==> src/rtl/mips_controller.sv <==
// Multicycle Moore control unit for the 8-bit MIPS datapath (lb, sb, R-type, beq, j, addi).
// Optional build macro MIPS_CTRL_ILLEGAL_TRAP_EN: undefined opcodes trap into HALT and raise illegal.
module mips_controller (
    input  logic       clk,
    input  logic       reset,
    input  logic [5:0] op,
    input  logic [5:0] funct,
    input  logic       zero,
    input  logic       stall,
    output logic       memread,
    output logic       memwrite,
    output logic       iord,
    output logic [3:0] irwrite,
    output logic       pcen,
    output logic [1:0] pcsource,
    output logic       alusrca,
    output logic [1:0] alusrcb,
    output logic [2:0] alucontrol,
    output logic       regwrite,
    output logic       regdst,
    output logic       memtoreg,
    output logic [3:0] state,
    output logic       illegal
);

    typedef enum logic [3:0] {
        FETCH1  = 4'd0,
        FETCH2  = 4'd1,
        FETCH3  = 4'd2,
        FETCH4  = 4'd3,
        DECODE  = 4'd4,
        MEMADR  = 4'd5,
        LBRD    = 4'd6,
        LBWR    = 4'd7,
        SBWR    = 4'd8,
        RTYPEEX = 4'd9,
        RTYPEWR = 4'd10,
        BEQEX   = 4'd11,
        JEX     = 4'd12,
        ADDIEX  = 4'd13,
        ADDIWR  = 4'd14,
        HALT    = 4'd15
    } state_t;

    localparam logic [5:0] OP_LB    = 6'b100000;
    localparam logic [5:0] OP_SB    = 6'b101000;
    localparam logic [5:0] OP_RTYPE = 6'b000000;
    localparam logic [5:0] OP_BEQ   = 6'b000100;
    localparam logic [5:0] OP_J     = 6'b000010;
    localparam logic [5:0] OP_ADDI  = 6'b001000;

    state_t     state_r;
    state_t     next_state_s;
    logic       memread_s;
    logic       memwrite_s;
    logic [3:0] irwrite_s;
    logic       pcen_s;
    logic       regwrite_s;
    logic       kill_s;

    function automatic logic [2:0] rtype_alu(input logic [5:0] f);
        logic [2:0] ctl;
        case (f)
            6'b100000: ctl = 3'b010;
            6'b100010: ctl = 3'b110;
            6'b100100: ctl = 3'b000;
            6'b100101: ctl = 3'b001;
            6'b101010: ctl = 3'b111;
            default:   ctl = 3'b010;
        endcase
        return ctl;
    endfunction

    // State register: reset wins over stall, stall freezes the sequence
    always_ff @(posedge clk) begin
        if (reset) begin
            state_r <= FETCH1;
        end else if (!stall) begin
            state_r <= next_state_s;
        end else begin
            state_r <= state_r;
        end
    end

    // Next-state sequencing
    always_comb begin
        next_state_s = FETCH1;
        case (state_r)
            FETCH1:  next_state_s = FETCH2;
            FETCH2:  next_state_s = FETCH3;
            FETCH3:  next_state_s = FETCH4;
            FETCH4:  next_state_s = DECODE;
            DECODE: begin
                case (op)
                    OP_LB, OP_SB: next_state_s = MEMADR;
                    OP_RTYPE:     next_state_s = RTYPEEX;
                    OP_BEQ:       next_state_s = BEQEX;
                    OP_J:         next_state_s = JEX;
                    OP_ADDI:      next_state_s = ADDIEX;
`ifdef MIPS_CTRL_ILLEGAL_TRAP_EN
                    default:      next_state_s = HALT;
`else
                    default:      next_state_s = FETCH1;
`endif
                endcase
            end
            MEMADR: begin
                if (op == OP_LB) begin
                    next_state_s = LBRD;
                end else if (op == OP_SB) begin
                    next_state_s = SBWR;
                end else begin
                    next_state_s = FETCH1;
                end
            end
            LBRD:    next_state_s = LBWR;
            LBWR:    next_state_s = FETCH1;
            SBWR:    next_state_s = FETCH1;
            RTYPEEX: next_state_s = RTYPEWR;
            RTYPEWR: next_state_s = FETCH1;
            BEQEX:   next_state_s = FETCH1;
            JEX:     next_state_s = FETCH1;
            ADDIEX:  next_state_s = ADDIWR;
            ADDIWR:  next_state_s = FETCH1;
`ifdef MIPS_CTRL_ILLEGAL_TRAP_EN
            HALT:    next_state_s = HALT;
`else
            HALT:    next_state_s = FETCH1;
`endif
            default: next_state_s = FETCH1;
        endcase
    end

    // Moore output decode before stall/reset gating of the write enables
    always_comb begin
        memread_s  = 1'b0;
        memwrite_s = 1'b0;
        iord       = 1'b0;
        irwrite_s  = 4'b0000;
        pcen_s     = 1'b0;
        pcsource   = 2'b00;
        alusrca    = 1'b0;
        alusrcb    = 2'b00;
        alucontrol = 3'b010;
        regwrite_s = 1'b0;
        regdst     = 1'b0;
        memtoreg   = 1'b0;
        case (state_r)
            FETCH1:  begin memread_s = 1'b1; irwrite_s = 4'b0001; alusrcb = 2'b01; pcen_s = 1'b1; end
            FETCH2:  begin memread_s = 1'b1; irwrite_s = 4'b0010; alusrcb = 2'b01; pcen_s = 1'b1; end
            FETCH3:  begin memread_s = 1'b1; irwrite_s = 4'b0100; alusrcb = 2'b01; pcen_s = 1'b1; end
            FETCH4:  begin memread_s = 1'b1; irwrite_s = 4'b1000; alusrcb = 2'b01; pcen_s = 1'b1; end
            DECODE:  alusrcb = 2'b11;
            MEMADR:  begin alusrca = 1'b1; alusrcb = 2'b10; end
            LBRD:    begin memread_s = 1'b1; iord = 1'b1; end
            LBWR:    begin regwrite_s = 1'b1; memtoreg = 1'b1; end
            SBWR:    begin memwrite_s = 1'b1; iord = 1'b1; end
            RTYPEEX: begin alusrca = 1'b1; alucontrol = rtype_alu(funct); end
            RTYPEWR: begin regwrite_s = 1'b1; regdst = 1'b1; end
            BEQEX: begin
                alusrca    = 1'b1;
                alucontrol = 3'b110;
                pcsource   = 2'b01;
                pcen_s     = zero;
            end
            JEX:     begin pcsource = 2'b10; pcen_s = 1'b1; end
            ADDIEX:  begin alusrca = 1'b1; alusrcb = 2'b10; end
            ADDIWR:  regwrite_s = 1'b1;
            HALT:    pcen_s = 1'b0;
            default: pcen_s = 1'b0;
        endcase
    end

    // Stall keeps memread presented so the memory access stays valid; reset kills it
    assign kill_s   = reset | stall;
    assign memread  = memread_s & ~reset;
    assign memwrite = memwrite_s & ~kill_s;
    assign pcen     = pcen_s & ~kill_s;
    assign regwrite = regwrite_s & ~kill_s;
    assign irwrite  = irwrite_s & {4{~kill_s}};
    assign state    = state_r;

`ifdef MIPS_CTRL_ILLEGAL_TRAP_EN
    assign illegal = (state_r == HALT);
`else
    assign illegal = 1'b0;
`endif

endmodule
==> config.mk <==
export PLATFORM = sky130hd
export DESIGN_NAME = mips_controller
export DESIGN_NICKNAME = d
export VERILOG_FILES = /design/src/rtl/mips_controller.sv
export SDC_FILE = /design/constraint.sdc
export NUM_CORES = 1
export LEC_CHECK = 0
export BUFFER_PORTS_ARGS = -buffer_cell sky130_fd_sc_hd__buf_2
export CAP_MARGIN = 15
export CORE_MARGIN = 5
export CORE_UTILIZATION = 37
export CTS_CLUSTER_SIZE = 14
export DETAILED_ROUTE_END_ITERATION = 7
export GPL_TIMING_DRIVEN = 1
export PLACE_DENSITY_LB_ADDON = 0.05
export RECOVER_POWER = 100
export SLEW_MARGIN = 0
export SYNTH_ARGS = -nofsm -noshare
export SYNTH_HDL_FRONTEND = slang
export SYNTH_SLANG_ARGS = --single-unit
==> constraint.sdc <==
create_clock -name clk -period 2.1 [get_ports clk]
set_input_delay 0.42 -clock clk [delete_from_list [all_inputs] [get_ports clk]]
set_output_delay 0.42 -clock clk [all_outputs]
set_load 0.02 [all_outputs]
; ---- Yosys cells after proc, flatten, opt, wreduce, memory -nomap -nowiden
; Index checks and enable logic that the tools add are counted.
[op_classes]
bitwise = 8
n_eq_ne = 24
n_mux = 17
n_reduce_logical = 11
[op_table]
columns = op, n
row1 = $pmux 4 s10, 1
row2 = $eq 6x6->1 const B, 6
row3 = $eq 4x4->1 const B, 8
row4 = $pmux 4 s5, 1
row5 = $eq 4x3->1 const B, 4
row6 = $pmux 4 s4, 1
row7 = $pmux 3 s4, 1
row8 = $reduce_or 5->1, 2
row9 = $eq 4x2->1 const B, 2
row10 = $mux 4, 2
row11 = $reduce_or 4->1, 2
row12 = $mux 1, 7
row13 = $reduce_or 7->1, 1
row14 = $eq 6x2->1 const B, 1
row15 = $eq 6x3->1 const B, 1
row16 = $eq 6x4->1 const B, 1
row17 = $logic_not 6->1, 1
row18 = $pmux 2 s3, 1
row19 = $pmux 3 s2, 1
row20 = $reduce_or 2->1, 3
row21 = $and 1x1->1, 4
row22 = $and 4x4->4, 1
row23 = $eq 4x1->1 const B, 1
row24 = $logic_not 4->1, 1
row25 = 5 further kinds, 6
[totals]
elab_cells = 61
out_inout_bits = 24
reg_bits = 4
in_bits = 16

; ---- Logic depth before layout (Yosys ltp)
; Gate-level depths: netlist (run 1).
[logic_depth]
depth_word = 4
mapped_depth = 5
depth_no_buf = 4

; ---- Worst setup path after synthesis (run 1)
; OpenSTA, ideal clock, no wires.
[synth_timing]
path_type = flip-flop to output port
from = reg state_r[0] (netlist: state[0])
to = out regwrite
path_slack_ps = -206
required_time_ps = 1680
t_arrival_ps = 1886
path_stages_with_launch = 5
path_cell_list = dfxtp_1 clkbuf_1 nor3b_1 a21oi_1 nor3_1
[synth_between]
elab_chain_len = 4
word_cells_on_any_way = 6
classes_between = 3 x eq/ne / 1 x mux / 1 x bitwise / 1 x reduce/logical
[synth_rtl]
columns = element, line_no
row1 = "start, declared", 52  ; state_t state_r;
row2 = "start signal, assigned", 79  ; state_r <= next_state_s;
row3 = "start signal, assigned", 81  ; state_r <= state_r;
row4 = $eq 4x4->1 / $eq 4x3->1 (equally long branches), 148  ; case (state_r)
row5 = $reduce_or 3->1 (no line) *, --
row6 = $mux 1 *, 148
row7 = $and 1x1->1 *, 179  ; assign regwrite = regwrite_s & ~kill_s;
row8 = "end, declared", 19  ; output logic regwrite,
; Every way passes the cells marked *; elsewhere a longest branch is shown, timed or not.

; ---- Worst setup path in the final report (run 1)
[layout_timing]
from = reg state_r[0] (netlist: state[0])
to = out pcen
[layout_between]
elab_chain_len = 4
word_cells_on_any_way = 9
classes_between = 5 x eq/ne / 1 x mux / 1 x bitwise / 2 x reduce/logical
[layout_rtl]
columns = element, line_no
row1 = $eq 4x4->1 (tied with other cells), 148
row2 = $reduce_or 5->1 (no line), --
row3 = $pmux 1 s2 *, 148
row4 = $and 1x1->1 *, 178  ; assign pcen = pcen_s & ~kill_s;
row5 = "end, declared", 14  ; output logic pcen,
; Marked as above.

==> flow_metrics.py, run 1 <==
metrics = {
    "outcome": {
        "status": "finished, final reports clean",
    },
    "sta": {
        "fin_setup_tns_ns": 0,
        "max_freq_mhz": 515.8,
        "fin_skew_ns": 0.003608,
        "period_share_pct": 92.33,
        "rsz0062_at_grt": "false",
        "finalCriticalPeriod_ns": 1.939,
        "slew_viol_final": 0,
        "holdWs_ns": 0.4325,
        "hold_viol_final": 0,
        "setup_violations": 0,
        "setup_slack_ns": 0.1611,
    },
    "clock_network": {
        "cts_tree": "yes",
        "clock_sinks": 4,
        "clock_latency_ns": 0.24,
        "cts.repair.resized": 0,
        "clockRootBuffer": "clkbuf_4",
        "clk_path_buf_depth": 2,
        "clkTransAtPathRegs_ns": 0.04,
        "cts_setup_buffers": 0,
        "cts_buffers": 3,
        "ctsHoldBuffers": 0,
        "htreeDepth": 1,
    },
    "cells_and_area": {
        "fin_util_pct": 53.61,
        "largest_reg_flops": 4,
        "final_nets": 148,
        "final_cell_mix": "nor2_1 (20), buf_2 (20), clkbuf_1 (15)",
        "multi_input_area_um2": 462.9,
        "register_area_um2": 81.33,
        "drive_gt1_share_pct": 27.69,
        "areaGrowthSynthToFinish_pct": 37.80,
        "num_antenna_cells": 0,
        "instances_no_fill": 146,
        "fillers": 172,
        "post-route-cell-area_um2": 798.3,
    },
    "floorplan": {
        "initial_core_util_pct": 38.91,
        "io_pins": 40,
        "rows": 14,
        "die_area_um2": 2457,
        "die_y_um": 49.57,
        "core_area_um2": 1489,
        "dieWidth_um": 49.57,
    },
    "setup_path": {
        "crit_type": "flop to output pin",
        "cp-end-kind": "output pin",
        "cp_max_fo": 12,
        "critPathLaunchType": "flop",
        "path_buf_inv": 2,
        "critPathMaxStageDelay_ns": 0.51,
        "cp_slowest_cell": "dfxtp_1",
        "critical_path_arrival_ns": 1.52,
        "crit_chain": "buf_4, nand2b_1, nor2_1, o21a_1, clkbuf_2",
        "crit_required_ns": 1.68,
        "crit_family": "flip-flops",
    },
    "yosys": {
        "synth_area_um2": 579.3,
        "yosysSeqAreaShare_pct": 13.82,
        "synth_fp_nets": 108,
        "synth_enable_flop_cells": 0,
        "synth_cell_types": 35,
        "ys_ff_latch": 4,
        "syn_avg_cell_area_um2": 6.297,
        "syn_inst": 92,
        "synth-async-reset-ratio_pct": 0,
        "synth_flop_cell": "dfxtp_1",
        "synth.yosys.warnings": 0,
    },
    "global_routing": {
        "grt_usage_pct": 15.78,
        "antenna_found_initial": 0,
        "grt_pass1_wl_um": 3105,
        "grt.overflow.total": 0,
        "grt_pass1_vias": 722,
        "grt_max_degree": 13,
    },
    "power": {
        "p_per_area_nw_per_um2": 334.8,
        "ir_drop_mv": 0.1468,
        "power.total_mw": 0.2673,
        "p_leak_nw": 0.3313,
    },
    "placed_design": {
        "placed_area_um2": 798.3,
        "dp_cells": 143,
        "place_congestion": 0.8798,
        "port_buffers": 38,
        "post-place-ws_ns": 0.3328,
        "hpwl_um": 1499,
    },
    "route": {
        "totalWireLength_um": 1888,
        "drc": 0,
        "ant_nets": 0,
        "vias": 788,
        "viasPerCell": 5.397,
        "wl_per_cell_um": 12.93,
        "drtIter0Drc": 11,
        "first_pass_iters": 4,
    },
    "worst_hold_path": {
        "hold_class": "primary input to flop",
    },
    "job": {
        "cap_violations": 0,
    },
}
[routing by layer]
layer	global-route usage, %	up-vias	wire (um)
met1	19.86	354	885
li1	-	407	-
met3	4.819	2	116
met4	8.734	0	19
met5	0	-	0
met2	23.52	25	866
[cell usage after synthesis (2+ instances only)]
cell type  instances  share of area, %
nor2_1            20                13
a21oi_1            7               6.0
clkbuf_1           7               4.5
nand2b_1           6               6.5
nor3_1             6               5.2
nand2_1            5               3.2
dfxtp_1            4                14
nor3b_1            3               3.9
and3b_1            2               3.0
inv_1              2               1.3
nor2b_1            2               2.2
o21a_1             2               2.6
o21ai_0            2               1.7
or3_1              2               2.2
xor2_1             2               3.0
[worst register-to-register path: cells and delay by family, from the launching register on]
family	cells	cell delay, ns
compound gates	1	0.22
flops	1	0.38
simple gates	3	1.02
[report_power, final]
group / switching, mW / leakage (nW) / internal (mW)
Sequential: 0.00634 / 0.0331 / 0.0790
Combinational: 0.0505 / 0.284 / 0.0350
Clock: 0.0324 / 0.0138 / 0.0640
Total: 0.0892 / 0.331 / 0.178
[final timing paths]
kind	start	depth (start not counted)	endpoint	slack (ns)
setup reg to reg	state[1]$_SDFFE_PP0N_	4	state[3]$_SDFFE_PP0N_	0.40
hold reg to reg	state[0]$_SDFFE_PP0N_	2	state[0]$_SDFFE_PP0N_	0.61
hold / removal	op[5]	2	state[3]$_SDFFE_PP0N_	0.43
setup / recovery	state[0]$_SDFFE_PP0N_	5	pcen	0.16
[layout make-up]
| class | instances | area share [%] |
|---|---|---|
| Clock buffer | 3 | 2.821 |
| Inverter | 2 | 0.9404 |
| Multi-Input combinational cell | 78 | 57.99 |
| Sequential cell | 4 | 10.19 |
| Tap cell | 16 | 2.508 |
| Timing Repair Buffer | 43 | 25.55 |
[cell families after synthesis]
| family | count (synthesis) | synth area share, % |
|---|---|---|
| other cells | 1 | 0.6473 |
| flops | 4 | 13.82 |
| fa+ha+maj | 1 | 1.728 |
| simple gates | 54 | 49.68 |
| buf+inv | 10 | 7.129 |
| xor+xnor | 2 | 3.024 |
| compound gates | 20 | 23.98 |
No activity file was read; power rests on OpenSTA's default activity.
==> inputs of run 2 (changes only) <==
--- a/config.mk
+++ b/config.mk
@@ -5,14 +5,14 @@
 export SDC_FILE = /design/constraint.sdc
 export NUM_CORES = 1
 export LEC_CHECK = 0
-export BUFFER_PORTS_ARGS = -buffer_cell sky130_fd_sc_hd__buf_2
+export BUFFER_PORTS_ARGS = -buffer_cell sky130_fd_sc_hd__buf_4
 export CAP_MARGIN = 15
 export CORE_MARGIN = 5
 export CORE_UTILIZATION = 37
 export CTS_CLUSTER_SIZE = 14
 export DETAILED_ROUTE_END_ITERATION = 7
 export GPL_TIMING_DRIVEN = 1
-export PLACE_DENSITY_LB_ADDON = 0.05
+export PLACE_DENSITY = 0.73
 export RECOVER_POWER = 100
 export SLEW_MARGIN = 0
 export SYNTH_ARGS = -nofsm -noshare
==> flow_metrics.py, run 2 (synthesis results as in run 1) <==
metrics = {
    "floorplan": {
        "dieWidth_um": 49.57,
        "core_area_um2": 1489,
        "die_area_um2": 2457,
        "rows": 14,
        "die_y_um": 49.57,
        "io_pins": 40,
        "initial_core_util_pct": 38.91,
    },
    "cells_and_area": {
        "fin_util_pct": 56.47,
        "final_cell_mix": "buf_4 (21), nor2_1 (20), clkbuf_1 (10), clkbuf_2 (10), a21oi_1 (7)",
        "fillers": 166,
        "num_antenna_cells": 0,
        "multi_input_area_um2": 462.9,
        "register_area_um2": 82.58,
        "final_nets": 146,
        "instances_no_fill": 144,
        "largest_reg_flops": 4,
        "mostFrequentLayoutCell": "buf_4",
        "areaGrowthSynthToFinish_pct": 45.14,
        "drive_gt1_share_pct": 31.25,
    },
    "power": {
        "ir_drop_mv": 0.3234,
        "p_leak_nw": 0.3535,
        "power.total_mw": 0.2763,
        "p_per_area_nw_per_um2": 328.6,
    },
    "sta": {
        "setup_violations": 0,
        "period_share_pct": 92.71,
        "rsz0062_at_grt": "false",
        "finalCriticalPeriod_ns": 1.947,
        "max_freq_mhz": 513.7,
        "fin_skew_ns": 0.008379,
        "slew_viol_final": 0,
        "setup_slack_ns": 0.1532,
        "hold_viol_final": 0,
        "fin_setup_tns_ns": 0,
    },
    "route": {
        "wl_per_cell_um": 14.17,
        "vias": 817,
        "totalWireLength_um": 2041,
        "drc": 0,
        "drtIter0Drc": 16,
        "ant_nets": 0,
        "first_pass_iters": 4,
        "viasPerCell": 5.674,
    },
    "job": {
        "cap_violations": 0,
    },
    "global_routing": {
        "antenna_found_initial": 0,
        "grt_usage_pct": 17.41,
        "grt.overflow.total": 0,
        "grt_pass1_vias": 806,
        "grt_max_degree": 21,
        "grt_pass1_wl_um": 3594,
    },
    "clock_network": {
        "cts_buffers": 3,
        "clkTransAtPathRegs_ns": 0.04,
        "clockRootBuffer": "clkbuf_4",
        "htreeDepth": 1,
        "cts_setup_buffers": 0,
        "cts_tree": "yes",
        "clk_path_buf_depth": 2,
        "clock_sinks": 4,
        "clock_latency_ns": 0.24,
    },
    "worst_hold_path": {
        "hold_class": "primary input to flop",
        "min_delay_path_depth": 2,
    },
    "setup_path": {
        "worst_r2r_path_depth": 4,
        "cp_max_fo": 10,
        "cp-end-kind": "flop",
        "crit_required_ns": 2.25,
        "critPathLaunchType": "flop",
        "crit_type": "flop to flop",
        "critical_path_arrival_ns": 2.09,
    },
    "placed_design": {
        "dp_cells": 141,
        "hpwl_um": 1645,
        "post-place-ws_ns": 0.1984,
        "place_congestion": 0.9423,
        "port_buffers": 38,
    },
    "outcome": {
        "status": "finished, final reports clean",
    },
}
run 2: changes by cell type in the layout (fill, tap and decap cells not counted):
cell	change
buf_2	-20
buf_4	+18
clkbuf_1	-5
clkbuf_2	+5
dfxtp_1	-1
dfxtp_2	+1
run 2: per-layer routing:
metal	vias up	GRT usage, %	wire length (um)
li1	407	-	-
met1	375	20.86	862
met2	33	29.03	1020
met3	2	4.518	149
met4	0	6.987	8
met5	-	0	0
run 2: final cells by class:
type                       count  share of cell area (%)
inverter                       2                  0.8929
multi-input combinational     78                   55.06
tap                           16                   2.381
clock buffer                   3                   2.679
sequential                     4                   9.821
timing repair buffer          41                   29.17
run 2: per-stage QoR:
stage	area [um2]	hold WS, ns
after floorplan	584.3	0.4891
after global placement	878.3	0.6438
after detailed placement	878.3	0.6624
after CTS	900.9	0.4106
after global routing	840.8	0.4139
final	840.8	0.4191
run 2: power by group:
part | internal (mW) | leakage, nW | switching, mW
Combinational | 0.0432 | 0.306 | 0.0473
Sequential | 0.0795 | 0.0333 | 0.00882
Clock | 0.0641 | 0.0138 | 0.0334
Total | 0.187 | 0.353 | 0.0895
run 2: final timing paths:
check,start,to,slack (ns)
worst max register to register,state[2]$_SDFFE_PP0N_,state[3]$_SDFFE_PP0N_,0.15
worst min-delay path,op[5],state[3]$_SDFFE_PP0N_,0.42
worst min register to register,state[0]$_SDFFE_PP0N_,state[0]$_SDFFE_PP0N_,0.62
worst max-delay path,state[2]$_SDFFE_PP0N_,state[3]$_SDFFE_PP0N_,0.15
run 2: worst max-delay path: stages, from the launching register on:
cell and delay (ns):
dfxtp_1 0.50, nand2b_1 0.19, or4b_1 0.52, or3_1 0.37, o31ai_2 0.26
run 2: timing repair:
item / in CTS / in global routing
gates resized for setup: 0 / 2
setup endpoints to repair: 0 / 1
endpoints found under the hold margin: 0 / 0
hold buffers: 0 / 0
